[src/rtl/apb_master_pkg.sv]
//------------------------------------------------------------------------------
// Module  : apb_master_pkg
// Brief   : State encoding and default widths for the command-to-APB bridge.
// Revision: 1.0 - initial release
//------------------------------------------------------------------------------
`default_nettype none

package apb_master_pkg;

    typedef enum logic [1:0] {
        APB_M_IDLE   = 2'd0,
        APB_M_SETUP  = 2'd1,
        APB_M_ACCESS = 2'd2,
        APB_M_RESP   = 2'd3
    } apb_mst_st_t;

    localparam int c_ADDR_W_DEF      = 32;
    localparam int c_DATA_W_DEF      = 32;
    localparam int c_TIMEOUT_CYC_DEF = 16;

endpackage

`default_nettype wire

[src/rtl/apb_master_bridge.sv]
//------------------------------------------------------------------------------
// Module  : apb_master_bridge
// Brief   : Single-request valid/ready command port to APB3 master (SETUP/ACCESS).
//           Optional ACCESS timeout abort enabled by macro APB_MASTER_TIMEOUT_EN.
// Revision: 1.0 - initial release
//------------------------------------------------------------------------------
`default_nettype none

module apb_master_bridge
    import apb_master_pkg::*;
#(
    parameter int ADDR_W      = c_ADDR_W_DEF,
    parameter int DATA_W      = c_DATA_W_DEF,
    parameter int TIMEOUT_CYC = c_TIMEOUT_CYC_DEF
) (
    input  logic              pclk,
    input  logic              preset,
    input  logic              cmd_valid,
    output logic              cmd_ready,
    input  logic              cmd_write,
    input  logic [ADDR_W-1:0] cmd_addr,
    input  logic [DATA_W-1:0] cmd_wdata,
    output logic              rsp_valid,
    input  logic              rsp_ready,
    output logic [DATA_W-1:0] rsp_rdata,
    output logic              rsp_err,
    output logic              psel,
    output logic              penable,
    output logic              pwrite,
    output logic [ADDR_W-1:0] paddr,
    output logic [DATA_W-1:0] pwdata,
    input  logic              pready,
    input  logic              pslverr,
    input  logic [DATA_W-1:0] prdata
);

    apb_mst_st_t       r_state;
    apb_mst_st_t       w_next;
    logic              w_timeout;
    logic              r_psel;
    logic              r_penable;
    logic              r_pwrite;
    logic [ADDR_W-1:0] r_paddr;
    logic [DATA_W-1:0] r_pwdata;
    logic              r_rsp_valid;
    logic [DATA_W-1:0] r_rsp_rdata;
    logic              r_rsp_err;

    if (TIMEOUT_CYC < 1) begin : g_bad_timeout
        $error("apb_master_bridge: TIMEOUT_CYC must be at least 1");
    end

`ifdef APB_MASTER_TIMEOUT_EN
    localparam int c_CNT_W = $clog2(TIMEOUT_CYC + 1);

    logic [c_CNT_W-1:0] r_wait_cnt;

    // Counts ACCESS cycles spent with pready low; abort lands on the last allowed one.
    always_ff @(posedge pclk or posedge preset) begin
        if (preset) begin
            r_wait_cnt <= '0;
        end else if (r_state == APB_M_SETUP) begin
            r_wait_cnt <= '0;
        end else if (r_state == APB_M_ACCESS && !pready) begin
            r_wait_cnt <= r_wait_cnt + 1'b1;
        end
    end

    assign w_timeout = (r_wait_cnt == c_CNT_W'(TIMEOUT_CYC - 1));
`else
    assign w_timeout = 1'b0;
`endif

    always_ff @(posedge pclk or posedge preset) begin
        if (preset) begin
            r_state <= APB_M_IDLE;
        end else begin
            r_state <= w_next;
        end
    end

    always_comb begin
        w_next = r_state;
        unique case (r_state)
            APB_M_IDLE:   if (cmd_valid) w_next = APB_M_SETUP;
            APB_M_SETUP:  w_next = APB_M_ACCESS;
            APB_M_ACCESS: if (pready || w_timeout) w_next = APB_M_RESP;
            APB_M_RESP:   if (rsp_ready) w_next = APB_M_IDLE;
            default:      w_next = APB_M_IDLE;
        endcase
    end

    always_ff @(posedge pclk or posedge preset) begin
        if (preset) begin
            r_psel      <= 1'b0;
            r_penable   <= 1'b0;
            r_pwrite    <= 1'b0;
            r_paddr     <= '0;
            r_pwdata    <= '0;
            r_rsp_valid <= 1'b0;
            r_rsp_rdata <= '0;
            r_rsp_err   <= 1'b0;
        end else begin
            unique case (r_state)
                APB_M_IDLE: begin
                    if (cmd_valid) begin
                        r_paddr   <= cmd_addr;
                        r_pwdata  <= cmd_wdata;
                        r_pwrite  <= cmd_write;
                        r_psel    <= 1'b1;
                        r_penable <= 1'b0;
                    end
                end
                APB_M_SETUP: begin
                    r_penable <= 1'b1;
                end
                APB_M_ACCESS: begin
                    // A late pready on the abort cycle still counts as a normal completion.
                    if (pready) begin
                        r_rsp_rdata <= r_pwrite ? '0 : prdata;
                        r_rsp_err   <= pslverr;
                        r_psel      <= 1'b0;
                        r_penable   <= 1'b0;
                        r_rsp_valid <= 1'b1;
                    end else if (w_timeout) begin
                        r_rsp_rdata <= '0;
                        r_rsp_err   <= 1'b1;
                        r_psel      <= 1'b0;
                        r_penable   <= 1'b0;
                        r_rsp_valid <= 1'b1;
                    end
                end
                APB_M_RESP: begin
                    if (rsp_ready) begin
                        r_rsp_valid <= 1'b0;
                    end
                end
                default: begin
                    r_psel    <= 1'b0;
                    r_penable <= 1'b0;
                end
            endcase
        end
    end

    assign cmd_ready = (r_state == APB_M_IDLE);
    assign psel      = r_psel;
    assign penable   = r_penable;
    assign pwrite    = r_pwrite;
    assign paddr     = r_paddr;
    assign pwdata    = r_pwdata;
    assign rsp_valid = r_rsp_valid;
    assign rsp_rdata = r_rsp_rdata;
    assign rsp_err   = r_rsp_err;

endmodule

`default_nettype wire

[config.mk]
export PLATFORM = sky130hd
export DESIGN_NAME = apb_master_bridge
export DESIGN_NICKNAME = d
export VERILOG_FILES = /design/src/rtl/apb_master_pkg.sv /design/src/rtl/apb_master_bridge.sv
export SDC_FILE = /design/constraint.sdc
export NUM_CORES = 1
export LEC_CHECK = 0
export CORE_MARGIN = 1.5
export CORE_UTILIZATION = 30
export CTS_CLUSTER_DIAMETER = 80
export CTS_CLUSTER_SIZE = 16
export DETAILED_ROUTE_END_ITERATION = 10
export PLACE_DENSITY_LB_ADDON = 0.08
export REMOVE_ABC_BUFFERS = 1
export SLEW_MARGIN = 20
export SYNTH_ARGS = -nofsm -noshare
export SYNTH_HDL_FRONTEND = slang
export SYNTH_SLANG_ARGS = --single-unit
[constraint.sdc]
create_clock -name pclk -period 4.1 [get_ports pclk]
set_input_delay 0.82 -clock pclk [delete_from_list [all_inputs] [get_ports pclk]]
set_output_delay 0.82 -clock pclk [all_outputs]
set_load 0.05 [all_outputs]
==> results of run 1 <==
[where the power goes]
part	switching (mW)	internal, mW
Combinational	2.42	1.56
Clock	0.368	0.446
Sequential	0.278	1.52
Total	3.07	3.53
[metal layers]
layer,vias to the layer above,wire length [um]
met3,9,1031
met2,113,5122
li1,1433,-
met4,2,110
met1,1438,4309
met5,-,11
[area by class of cell]
type	instances	area [um2]	area share
Clock buffer	14	264.0	0.03889
Clock inverter	2	15.01	0.002212
Inverter	5	21.27	0.003134
Tap cell	180	225.2	0.03318
Multi-Input combinational cell	183	1600	0.2358
Sequential cell	103	2577	0.3797
Timing Repair Buffer	208	2085	0.3071
[per-stage QoR]
stage | cell area, um2 | setup WS (ns) | std cells | hold WS [ns]
after floorplan | 4187 | 0.4330 | 291 | 0.5365
after global placement | 6509 | 1.450 | 679 | 0.4609
after detailed placement | 6509 | 1.436 | 679 | 0.4700
after CTS | 6788 | 1.220 | 695 | 0.4847
after global routing | 6788 | 1.120 | 695 | 0.5003
final | 6788 | 1.248 | 695 | 0.4788
[worst register-to-register path, stage by stage (launching register included)]
cell	delay, ns
dfrtp_1	0.40
inv_1	0.10
ha_1	0.29
nand2_4	0.50
buf_12	0.34
mux2_2	0.38
[kinds of logic after synthesis]
| family | Yosys count | share of synthesized area |
|---|---|---|
| flops | 103 | 0.5994 |
| simple gates | 70 | 0.08234 |
| mux | 69 | 0.2240 |
| compound gates | 39 | 0.04888 |
| buf+inv | 22 | 0.03084 |
| fa+ha+maj | 5 | 0.01455 |
[flip-flops by register name (all words and copies together) (netlist names)]
register and cells:
pwdata 32, rsp_valid 1, rsp_err 1, penable 1, psel 1, pwrite 1
paddr 32, rsp_rdata 32, r_state 2
[worst max path at each step]
stage	startpoint	end	cells after the start
global route	r_state[0]	cmd_ready	3
detailed placement	cmd_valid	paddr[23]	4
CTS	r_state[0]	cmd_ready	3
finish	r_state[0]	cmd_ready	3
floorplan	r_state[0]	paddr[17]	4
global placement	cmd_valid	paddr[24]	4
[cells in the final DEF (no fill, tap or decap)]
master | netlist | layout
o21ai_0 | 36 | 36
clkdlybuf4s50_1 | 0 | 204
clkbuf_1 | 7 | 3
clkbuf_16 | 0 | 9
clkbuf_8 | 0 | 2
mux2i_1 | 1 | 1
nand2_1 | 34 | 32
inv_4 | 0 | 1
clkinvlp_4 | 0 | 2
nand2b_1 | 32 | 32
ha_1 | 5 | 5
dfrtp_1 | 103 | 103
nand2_4 | 0 | 1
inv_1 | 5 | 4
and2b_4 | 1 | 1
a21oi_1 | 2 | 2
nor2_1 | 1 | 1
and2b_1 | 1 | 1
nand2_2 | 0 | 1
mux2_4 | 50 | 50
mux2_2 | 17 | 17
a211oi_4 | 1 | 1
mux2_1 | 1 | 1
buf_12 | 0 | 1
nor3_1 | 1 | 1
buf_4 | 0 | 3
==> run_results.csv, run 1 <==
group,metric,value,unit
drt,drt_iter0_markers,132,
placed_design,dp_hpwl,7.460,mm
synth,synth.most_common_cell,"dfrtp_1",
floorplan,die_x,122.7,um
hold_path,worst_hold_path.endpoint,"rsp_rdata[9]",
clock_network,clkSinkCount,103,
power_and_ir_drop,pwr_density_cell,971.6,nW/um2
timing,final_max_slew_viol_count,0,
clock_network,clkTransAtPathRegs,0.06,ns
clock_network,root_buffer,"clkbuf_16",
critical_path,critPathBufInv,2,
critical_path,path_class,"flip-flop to output port",
clock_network,cts_buffers,9,
global_routing,busiest_layer,"met2",
synth,ys_top_cells_by_count,"dfrtp_1 (103), mux2_4 (50), o21ai_0 (36), nand2_1 (34), nand2b_1 (32)",
power_and_ir_drop,leakagePower,3.030,nW
drt,routed_wl,10.58,mm
critical_path,path_cells,"inv_1 -> ha_1 -> clkdlybuf4s50_1",
synth,avgSynthCellArea,13.96,um2
global_routing,grt_pass1_vias,3106,
synth,synthTopCellsByArea,"dfrtp_1 (60%), mux2_4 (17%), nand2b_1 (4.7%)",
final_layout,n_antenna_cell,0,
timing,worst_pin_slew,0.9683,ns
synth,synth_ff_type,"dfrtp_1",
timing,finClkSkew,0.006052,ns
critical_path,reg2regPathDepth,5,
global_routing,gr-total-overflow,0,
hold_path,worstHoldStart,"rsp_rdata[9]",
final_layout,nets,618,
clock_network,postCtsSetupRepairBufs,0,
clock_network,h-tree-depth,3,
timing,finalSetupViolations,0,
synth,yosysWarnings,0,
critical_path,worst_setup_path_end_kind,"output port",
global_routing,track_usage,0.1449,
drt,routedWlPerCell,15.23,um
synth,seq_area_frac_synth,0.5994,
status,status,"complete, no violations",
critical_path,cp.arrival,2.03,ns
drt,via_count,2995,
critical_path,cp_data_required_time,3.28,ns
critical_path,cp_max_fo,5,
synth,synth_edf_count,0,
drt,post_drt_via_cell_ratio,4.309,
final_layout,drive_gt1_frac,0.1728,
final_layout,final_util,0.4871,
global_routing,gr-usage-met3,0.07481,
floorplan,floorplan.rows,43,
synth,ys_async_sr_fraction,1.000,
hold_path,holdPathStages,2,
placed_design,gp_congestion,0.6896,
clock_network,clk_path_buf_depth,2,
final_layout,area_growth,57.84,%
critical_path,reg2reg_from,"r_state[0]",
timing,finalHoldViolCount,0,
floorplan,die_area,15060,um2
power_and_ir_drop,power.total,6.595,mW
critical_path,max_stage_delay,0.85,ns
drt,drc_errors,0,
hold_path,hold_path_class,"flip-flop to flip-flop",
critical_path,cp_top_family,"buffers and inverters",
power_and_ir_drop,ir_drop,434.6,uV
clock_network,cts_tree,"yes",
global_routing,antenna_found_initial,1,
critical_path,r2r_slack,1.98,ns
critical_path,r2r-end,"paddr[23]",
clock_network,cts-resized-gates,0,
timing,rsz0062_at_grt,"false",
global_routing,met1_usage,0.1664,
job,maxCapViolations,0,
synth,synth-seq-cells,103,
timing,finalCritPeriodShare,0.6956,
global_routing,grt_pass1_wl,16.37,mm
floorplan,core_area,13930,um2
synth,synth_top_area_cell,"dfrtp_1",
floorplan,start_util,0.3086,
critical_path,critPathSlowestCell,"clkdlybuf4s50_1",
timing,period_needed,2.852,ns
synth,yosys.cell_types.count,19,
timing,relSlewSlack,0.3522,
timing,fin_setup_tns,0,ns
global_routing,grt_max_degree,66,
synth,syn_inst,308,
clock_network,ctsHoldBuffers,0,
clock_network,clk_latency,0.35,ns
critical_path,cp-start-kind,"flip-flop",
timing,fmax,350.7,MHz
floorplan,ioPinCount,205,
final_layout,num-fill-cells,1271,
drt,postRouteAntennaNets,0,
drt,dr.pass1.iters,4,
placed_design,io_buffers,204,
floorplan,fp.dieH,122.7,um
global_routing,use_met2,0.2347,
synth,syn_area,4300,um2
synth,synth_top_area_frac,0.5994,
(Power assumes the default switching activity.)
==> run 2, diff against run 1 <==
==> constraint.sdc (replaced) <==
create_clock -name pclk -period 2.74 [get_ports pclk]
set_input_delay 0.548 -clock pclk [delete_from_list [all_inputs] [get_ports pclk]]
set_output_delay 0.548 -clock pclk [all_outputs]
set_load 0.05 [all_outputs]
==> run 2 against run 1 <==
Critical path depth is the same. Final cell count grew 0.72%. Largest power group unchanged. Hold slack lost 0.0029 ns. Via count decreased by 1.4%. Sequential share of layout area decreased by 0.60 points. Global-route usage grew 0.068 points. Setup slack lost 1.1 ns. Register-to-register slack lost 1.1 ns. Die area unchanged. Clock skew is 0.00084 ns lower. Final area increased by 1.6%. Count of clock-buffer cells in the layout down 3. Critical endpoint unchanged.
==> run_results.csv, run 2 (same netlist as run 1, synthesis figures left out) <==
group,metric,value,unit
floorplan,die_area,15060,um2
placed_design,io_buffers,204,
final_layout,num-fill-cells,1248,
clock_network,clkSinkCount,103,
clock_network,root_buffer,"clkbuf_16",
critical_path,cp-start-kind,"flip-flop",
final_layout,final_common_cell,"clkdlybuf4s50_1",
job,maxCapViolations,0,
floorplan,die_x,122.7,um
power_and_ir_drop,intPower,5.395,mW
power_and_ir_drop,switching_share,0.4610,
clock_network,clkTransAtPathRegs,0.07,ns
global_routing,grt_max_degree,46,
drt,dr.pass1.iters,4,
timing,relSlewSlack,0.6149,
power_and_ir_drop,p_sw,4.613,mW
drt,routed_wl,10.49,mm
clock_network,h-tree-depth,3,
clock_network,cts_buffers,9,
final_layout,final_util,0.4949,
critical_path,cp_data_required_time,2.19,ns
timing,fmax,388.3,MHz
critical_path,path_class,"flip-flop to output port",
final_layout,area_growth,60.37,%
power_and_ir_drop,power.total,10.01,mW
timing,finalCritPeriodShare,0.9398,
timing,fin_setup_tns,0,ns
drt,drc_errors,0,
clock_network,cts-resized-gates,0,
power_and_ir_drop,combPwrFrac,0.603,
final_layout,n_antenna_cell,0,
global_routing,gr-total-overflow,0,
power_and_ir_drop,p_seq_frac,0.267,
global_routing,track_usage,0.1456,
power_and_ir_drop,pwr_density_cell,1451,nW/um2
floorplan,start_util,0.3086,
critical_path,cp.arrival,2.03,ns
drt,drt_iter0_markers,108,
clock_network,ctsHoldBuffers,0,
placed_design,dp_hpwl,7.685,mm
hold_path,hold_path_class,"flip-flop to flip-flop",
clock_network,postCtsSetupRepairBufs,0,
power_and_ir_drop,p_clk_frac,0.130,
critical_path,cp_max_fo,5,
timing,final_max_slew_viol_count,0,
floorplan,ioPinCount,205,
drt,via_count,2952,
timing,finalHoldViolCount,0,
clock_network,clk_path_buf_depth,2,
critical_path,worst_setup_path_end_kind,"output port",
drt,post_drt_via_cell_ratio,4.217,
floorplan,floorplan.rows,43,
global_routing,antenna_found_initial,1,
timing,finClkSkew,0.005208,ns
global_routing,grt_pass1_vias,3154,
floorplan,fp.dieH,122.7,um
drt,routedWlPerCell,14.99,um
clock_network,clk_latency,0.35,ns
drt,postRouteAntennaNets,0,
power_and_ir_drop,leakagePower,3.094,nW
placed_design,gp_congestion,0.7390,
final_layout,final_cell_mix,"clkdlybuf4s50_1 (204), dfrtp_1 (103), mux2_4 (50)",
final_layout,nets,623,
final_layout,drive_gt1_frac,0.1846,
floorplan,core_area,13930,um2
timing,period_needed,2.575,ns
clock_network,cts_tree,"yes",
global_routing,grt_pass1_wl,16.40,mm
status,status,"complete, no violations",
power_and_ir_drop,ir_drop,718.2,uV
timing,worst_pin_slew,0.5776,ns
timing,finalSetupViolations,0,
timing,rsz0062_at_grt,"false",
## run 2: cell types whose count changed in the layout (fill, tap and decap cells not counted)
| cell | before | now |
|---|---|---|
| buf_12 | 1 | 5 |
| clkbuf_1 | 3 | 1 |
| clkinv_2 | 0 | 2 |
| clkinv_4 | 0 | 2 |
| clkinvlp_4 | 2 | 0 |
| buf_4 | 3 | 4 |
| bufinv_16 | 0 | 1 |
| clkbuf_8 | 2 | 1 |
## run 2: worst max-delay path: stages, from the launching register on
cell	delay, ns
dfrtp_1	0.42
inv_1	0.11
ha_1	0.29
clkdlybuf4s50_1	0.85
## run 2: cell type report
| cell class | instances | area, um2 | share of cell area |
|---|---|---|---|
| clock buffers | 11 | 242.7 | 0.03520 |
| clock inverters | 5 | 57.56 | 0.008345 |
| inverters | 5 | 21.27 | 0.003084 |
| multi-input cells | 183 | 1600 | 0.2320 |
| flip-flops and latches | 103 | 2577 | 0.3737 |
| well taps | 180 | 225.2 | 0.03266 |
| repair buffers | 213 | 2172 | 0.3149 |
## run 2: power by group through the flow
stage	Combinational [mW]	Sequential [mW]	Clock [mW]
finish	6.03	2.68	1.30
global route	6.32	2.79	1.42
CTS	6.10	2.69	1.35
detailed placement	6.10	2.69	0
global placement	6.05	2.69	0
floorplan	1.52	5.24	0
## run 2: per-layer routing
| layer | vias to the layer above | GRT usage | share of wire |
|---|---|---|---|
| met5 | - | 0 | 0.00076 |
| met4 | 2 | 0.04578 | 0.012 |
| met3 | 14 | 0.07296 | 0.10 |
| met2 | 112 | 0.2226 | 0.47 |
| met1 | 1384 | 0.1791 | 0.42 |
| li1 | 1440 | - | - |
## run 2: final timing paths
check / start / end / slack (ns) / cells after the start
max reg2reg: r_state[0] / paddr[29] / 0.85 / 5
min reg2reg: rsp_rdata[14] / rsp_rdata[14] / 0.48 / 2
max: r_state[0] / cmd_ready / 0.16 / 3
min in group asynchronous: preset / pwdata[30] / 0.61 / 2
min: rsp_rdata[14] / rsp_rdata[14] / 0.48 / 2
max in group asynchronous: preset / rsp_rdata[6] / 1.50 / 3
## run 2: through the flow
stage | cell area [um2] | setup WS [ns] | instances | hold WS (ns)
floorplan | 4187 | -0.9270 | 291 | 0.5365
global placement | 6596 | 0.5772 | 684 | 0.4616
detailed placement | 6596 | 0.5475 | 684 | 0.4691
CTS | 6897 | 0.1517 | 700 | 0.4838
global route | 6897 | 0.09318 | 700 | 0.5142
finish | 6897 | 0.1649 | 700 | 0.4760
==> run 3, diff against run 2 <==
--- a/config.mk
+++ b/config.mk
@@ -10,6 +10,8 @@
 export CTS_CLUSTER_DIAMETER = 80
 export CTS_CLUSTER_SIZE = 16
 export DETAILED_ROUTE_END_ITERATION = 10
+export HOLD_SLACK_MARGIN = 0.05
+export MAX_ROUTING_LAYER = met4
 export PLACE_DENSITY_LB_ADDON = 0.08
 export REMOVE_ABC_BUFFERS = 1
 export SLEW_MARGIN = 20
==> run 3 against run 2 <==
Via count rose by 0.24%. Clock power about the same. Final cell count rose by 0.14%. First-iteration DRC count up 6.5%. Count of clock-buffer cells in the layout unchanged. Die area unchanged. Hold slack worse by 0.00073 ns. Maximum frequency hardly changed. Combinational power barely moved. Largest power group unchanged.
==> run_results.csv, run 3 (same netlist as run 1, synthesis figures left out) <==
group,metric,value,unit
status,status,"complete, no violations",
timing,relSlewSlack,0.6131,
drt,routedWlPerCell,14.99,um
drt,drc_errors,0,
floorplan,die_area,15060,um2
global_routing,track_usage,0.1496,
critical_path,cp_data_required_time,2.19,ns
clock_network,cts-resized-gates,0,
timing,fin_setup_tns,0,ns
clock_network,cts_tree,"yes",
timing,period_needed,2.574,ns
global_routing,grt_max_degree,46,
drt,postRouteAntennaNets,0,
placed_design,pre_cts_ws,0.5475,ns
placed_design,gp_congestion,0.7482,
timing,fmax,388.6,MHz
timing,finalCritPeriodShare,0.9393,
drt,via_count,2959,
placed_design,dp_hpwl,7.685,mm
critical_path,cp.arrival,2.03,ns
global_routing,grt_pass1_wl,16.33,mm
floorplan,die_x,122.7,um
global_routing,grt_pass1_vias,3162,
timing,finalSetupViolations,0,
final_layout,stdcell_count,701,
floorplan,ioPinCount,205,
critical_path,critPathBufInv,2,
timing,rsz0062_at_grt,"false",
clock_network,ctsHoldBuffers,0,
clock_network,h-tree-depth,3,
final_layout,area_growth,60.43,%
final_layout,final_util,0.4951,
floorplan,core_area,13930,um2
hold_path,hold_path_class,"flip-flop to flip-flop",
clock_network,clk_path_buf_depth,2,
power_and_ir_drop,pwr_density_cell,1451,nW/um2
critical_path,path_cells,"inv_1 -> ha_1 -> clkdlybuf4s50_1",
global_routing,gr-total-overflow,0,
timing,worst_pin_slew,0.5786,ns
power_and_ir_drop,p_seq_frac,0.268,
power_and_ir_drop,p_sw,4.613,mW
final_layout,nets,623,
placed_design,io_buffers,204,
power_and_ir_drop,p_clk_frac,0.130,
clock_network,postCtsSetupRepairBufs,0,
critical_path,max_stage_delay,0.85,ns
critical_path,path_class,"flip-flop to output port",
floorplan,start_util,0.3086,
global_routing,use_met2,0.2240,
placed_design,place_inst,684,
power_and_ir_drop,ir_drop,718.3,uV
critical_path,worst_setup_path_end_kind,"output port",
job,maxCapViolations,0,
floorplan,floorplan.rows,43,
final_layout,drive_gt1_frac,0.1846,
final_layout,num-fill-cells,1247,
final_layout,final_cell_mix,"clkdlybuf4s50_1 (204), dfrtp_1 (103), mux2_4 (50)",
clock_network,clkTransAtPathRegs,0.07,ns
power_and_ir_drop,leakagePower,3.094,nW
timing,finalHoldViolCount,0,
critical_path,cp_max_fo,5,
clock_network,root_buffer,"clkbuf_16",
floorplan,fp.dieH,122.7,um
power_and_ir_drop,intPower,5.395,mW
critical_path,critPathSlowestCell,"clkdlybuf4s50_1",
global_routing,met1_usage,0.1803,
clock_network,cts_buffers,9,
global_routing,gr-usage-met3,0.06831,
power_and_ir_drop,switching_share,0.4610,
clock_network,clk_latency,0.35,ns
power_and_ir_drop,combPwrFrac,0.603,
timing,finClkSkew,0.005625,ns
clock_network,clkSinkCount,103,
global_routing,busiest_layer,"met2",
timing,final_max_slew_viol_count,0,
timing,fin_ws,0.1664,ns
critical_path,cp-start-kind,"flip-flop",
drt,routed_wl,10.51,mm
critical_path,cp_top_family,"buffers and inverters",
global_routing,antenna_found_initial,1,
final_layout,final_common_cell,"clkdlybuf4s50_1",
drt,dr.pass1.iters,4,
drt,drt_iter0_markers,115,
drt,post_drt_via_cell_ratio,4.221,
-- run 3: area by class of cell --
class                   instances  area [um2]  share of cell area
clock inverters                 5       57.56            0.008342
diodes                          1       2.502           0.0003627
well taps                     180       225.2             0.03264
clock buffers                  11       242.7             0.03518
flip-flops and latches        103        2577              0.3736
multi-input cells             183        1600              0.2320
inverters                       5       21.27            0.003083
repair buffers                213        2172              0.3148
-- run 3: metrics by stage --
| stage | area (um2) | total power [mW] | hold WS, ns |
|---|---|---|---|
| 2_1_floorplan | 4187 | 6.768 | 0.5365 |
| 3_3_place_gp | 6596 | 8.741 | 0.4616 |
| 3_5_place_dp | 6596 | 8.788 | 0.4691 |
| 4_1_cts | 6897 | 10.14 | 0.4838 |
| 5_1_grt | 6899 | 10.52 | 0.5142 |
| 6_report | 6899 | 10.01 | 0.4752 |
-- run 3: worst paths after layout --
path,from,to,slack (ns),cells after the start
worst max-delay path,r_state[0],cmd_ready,0.17,3
worst min-delay path,rsp_rdata[23],rsp_rdata[23],0.48,2
worst max register to register,r_state[0],paddr[29],0.85,5
worst min register to register,rsp_rdata[23],rsp_rdata[23],0.48,2
max in group asynchronous,preset,pwdata[14],1.48,3
min in group asynchronous,preset,pwdata[30],0.62,2
-- run 3: routing by layer --
layer	routed length, um	share of wire
met1	4470	0.43
met2	4942	0.47
met4	125	0.012
met3	970	0.092
met5	0	0
-- run 3: power by group through the flow --
stage	logic [mW]	registers (mW)	clock network, mW
6_report	6.03	2.68	1.30
3_3_place_gp	6.05	2.69	0
2_1_floorplan	1.52	5.24	0
3_5_place_dp	6.10	2.69	0
4_1_cts	6.10	2.69	1.35
5_1_grt	6.32	2.79	1.41
-- run 3: tightest hold or removal path, delay by kind of cell, from the launching register on --
family          cells  cell delay (ns)
flops               1             0.34
compound gates      1             0.05
simple gates        1             0.04
==> patch, RTL diff (config.mk and constraints of run 2) <==
The option `APB_MASTER_TIMEOUT_EN` is turned on by a define.
--- a/src/rtl/apb_master_bridge.sv
+++ b/src/rtl/apb_master_bridge.sv
@@ -7,2 +7,4 @@
 `default_nettype none
+
+`define APB_MASTER_TIMEOUT_EN
 
Check against the original RTL: same outputs for any inputs over 10 cycles, from zero or initial values and one cycle with preset high; that may be too few to reach the edited logic, so the function may still have changed.
==> patch against run 2 <==
- utilization is 0.64 points lower
- largest cell class unchanged
- total power is 2.8% lower
- sequential power is 3% higher
- cell count is 3.4% higher
- setup slack better by 0.098 ns
- cell area is 0.91% lower
- routed wire length is 4.4% higher
- sequential cell count is 5 higher
- combinational power is 5.3% lower
- die area is 0.48% higher
- synthesized area is 0.49% higher
- count of clock-buffer cells in the layout is 2 higher
==> patch: results (changes against run 2) <==
{| class="wikitable"
! Metric !! Value
|-
| Vias in the first global route || 3,239 (+2.7%)
|-
| Leading post-synthesis cells by instance count || sky130_fd_sc_hd__dfrtp_1 (108), sky130_fd_sc_hd__nand2_1 (66), sky130_fd_sc_hd__mux2_2 (65), sky130_fd_sc_hd__nand3_1 (32), sky130_fd_sc_hd__nor2_1 (8)
|-
| Total global routing track utilization || 0.149 (+0.00317)
|-
| Launch point of the worst reg-to-reg path || r_wait_cnt[0]
|-
| Antenna violations before repair || 0 (-1)
|-
| Largest net degree at the start of global routing || 66 (+43%)
|-
| Gate count of the mapped netlist || 335 (+8.8%)
|-
| Placed Instance Area || 0.00655 mm2 (-0.72%)
|-
| Largest cells by area after synthesis || sky130_fd_sc_hd__dfrtp_1 (63%), sky130_fd_sc_hd__mux2_2 (17%), sky130_fd_sc_hd__nand2_1 (5.7%)
|-
| Layout net count || 649 (+4.2%)
|-
| Status || finished, final reports clean
|-
| Endpoint of the worst-slack reg-to-reg timing path || r_state[1]
|-
| Worst vdd rail ir drop || 0.000655 V (-8.8%)
|-
| Placed Cells incl. Taps || 709 (+3.7%)
|-
| Distinct cell type count after synthesis || 30 (+11)
|-
| Total of fill cells in the finished design || 1,275 (+2.2%)
|-
| Global-route wire length before repair || 17,000 um (+3.5%)
|-
| Detailed-route wire length || 11,000 um (+4.4%)
|-
| Worst Setup Slack post-DPL || 0.624 ns (+0.0760 ns)
|-
| Leakage power summed over all cells || 3.01 nW (-2.6%)
|-
| Worst Path Arrival || 1.93 ns (-0.10 ns)
|-
| Largest clock skew in the final design || 0.00926 ns (+0.00405 ns)
|-
| Post-layout instance count excluding filler cells || 724 (+3.4%)
|-
| Proportion of layout cells with a drive suffix above 1 || 0.171 (-0.0137)
|-
| Worst Max-Slew Pin Slew || 0.569 ns (-0.00826 ns)
|-
| Minimum setup slack among reg-to-reg paths || 0.90 ns (+0.05 ns)
|-
| Seq/Total Area, Yosys || 0.625 (+0.0260)
|-
| P per Cell Area || 1420 mW/mm2 (-1.9%)
|-
| Final cycle utilization of the critical path || 0.904 (-0.0358)
|-
| Via-to-Cell Ratio || 4.42 (+4.9%)
|-
| RePlAce Congestion || 0.710 (-4.0%)
|}
## patch: cell types whose count changed after synthesis, moves of 5 or more
cell / change
sky130_fd_sc_hd__dfrtp_1: +5
sky130_fd_sc_hd__nand2_1: +32
sky130_fd_sc_hd__nand2b_1: -32
sky130_fd_sc_hd__nand3_1: +32
sky130_fd_sc_hd__o21ai_0: -32
sky130_fd_sc_hd__mux2_2: +48
sky130_fd_sc_hd__clkbuf_1: -7
sky130_fd_sc_hd__nor2_1: +7
sky130_fd_sc_hd__buf_4: +6
sky130_fd_sc_hd__mux2_4: -50
## patch: tightest hold or removal path: stages, from the launching register on
cell                      delay [ns]
sky130_fd_sc_hd__dfrtp_1        0.34
sky130_fd_sc_hd__nand2_1        0.05
sky130_fd_sc_hd__nand2_1        0.05
## patch: how the worst min path moves through the flow
stage / from / slack [ns] / endpoint / cells past startpoint
2_1_floorplan: r_state[1] / 0.51 / r_state[1] / 1
3_3_place_gp: rsp_rdata[8] / 0.45 / rsp_rdata[8] / 2
3_5_place_dp: rsp_rdata[8] / 0.46 / rsp_rdata[8] / 2
4_1_cts: rsp_rdata[8] / 0.47 / rsp_rdata[8] / 2
5_1_grt: rsp_rdata[8] / 0.49 / rsp_rdata[8] / 2
6_report: rsp_rdata[26] / 0.47 / rsp_rdata[26] / 2
## patch: routing by layer
metal / vias to the layer above / wire length, um / track usage / share of wire
met1: 1529 / 4540 / 0.177 / 0.41
met2: 128 / 5080 / 0.238 / 0.46
met4: 0 / 115 / 0.0431 / 0.010
met3: 11 / 1220 / 0.0738 / 0.11
met5: - / 0 / 0 / 0
li1: 1534 / - / - / -
## patch: layout make-up
cell class                      count  area share
Sequential cell                   108       0.395
Timing Repair Buffer              212       0.311
Multi-Input combinational cell    204       0.215
Clock buffer                       13      0.0366
Tap cell                          180      0.0330
Clock inverter                      2     0.00513
Inverter                            5     0.00311
## patch: cell families (layout without fill, tap and decap cells)
| kind of cell | after synthesis | after routing | synth area share |
|---|---|---|---|
| muxes | 69 | 69 | 0.180 |
| buffers and inverters | 23 | 232 | 0.0359 |
| xor gates and xnor gates | 2 | 2 | 0.00405 |
| AOI/OAI and AO/OA | 11 | 11 | 0.0174 |
| DFF | 108 | 108 | 0.625 |
| adders and majority gates | 6 | 6 | 0.0174 |
| and+or+nand+nor | 116 | 116 | 0.120 |
## patch: power by group
part	switching (mW)	total [mW]	internal, mW
Sequential	0.383	2.75	2.36
Combinational	3.65	5.71	2.06
Clock	0.542	1.27	0.729
Total	4.58	9.73	5.15
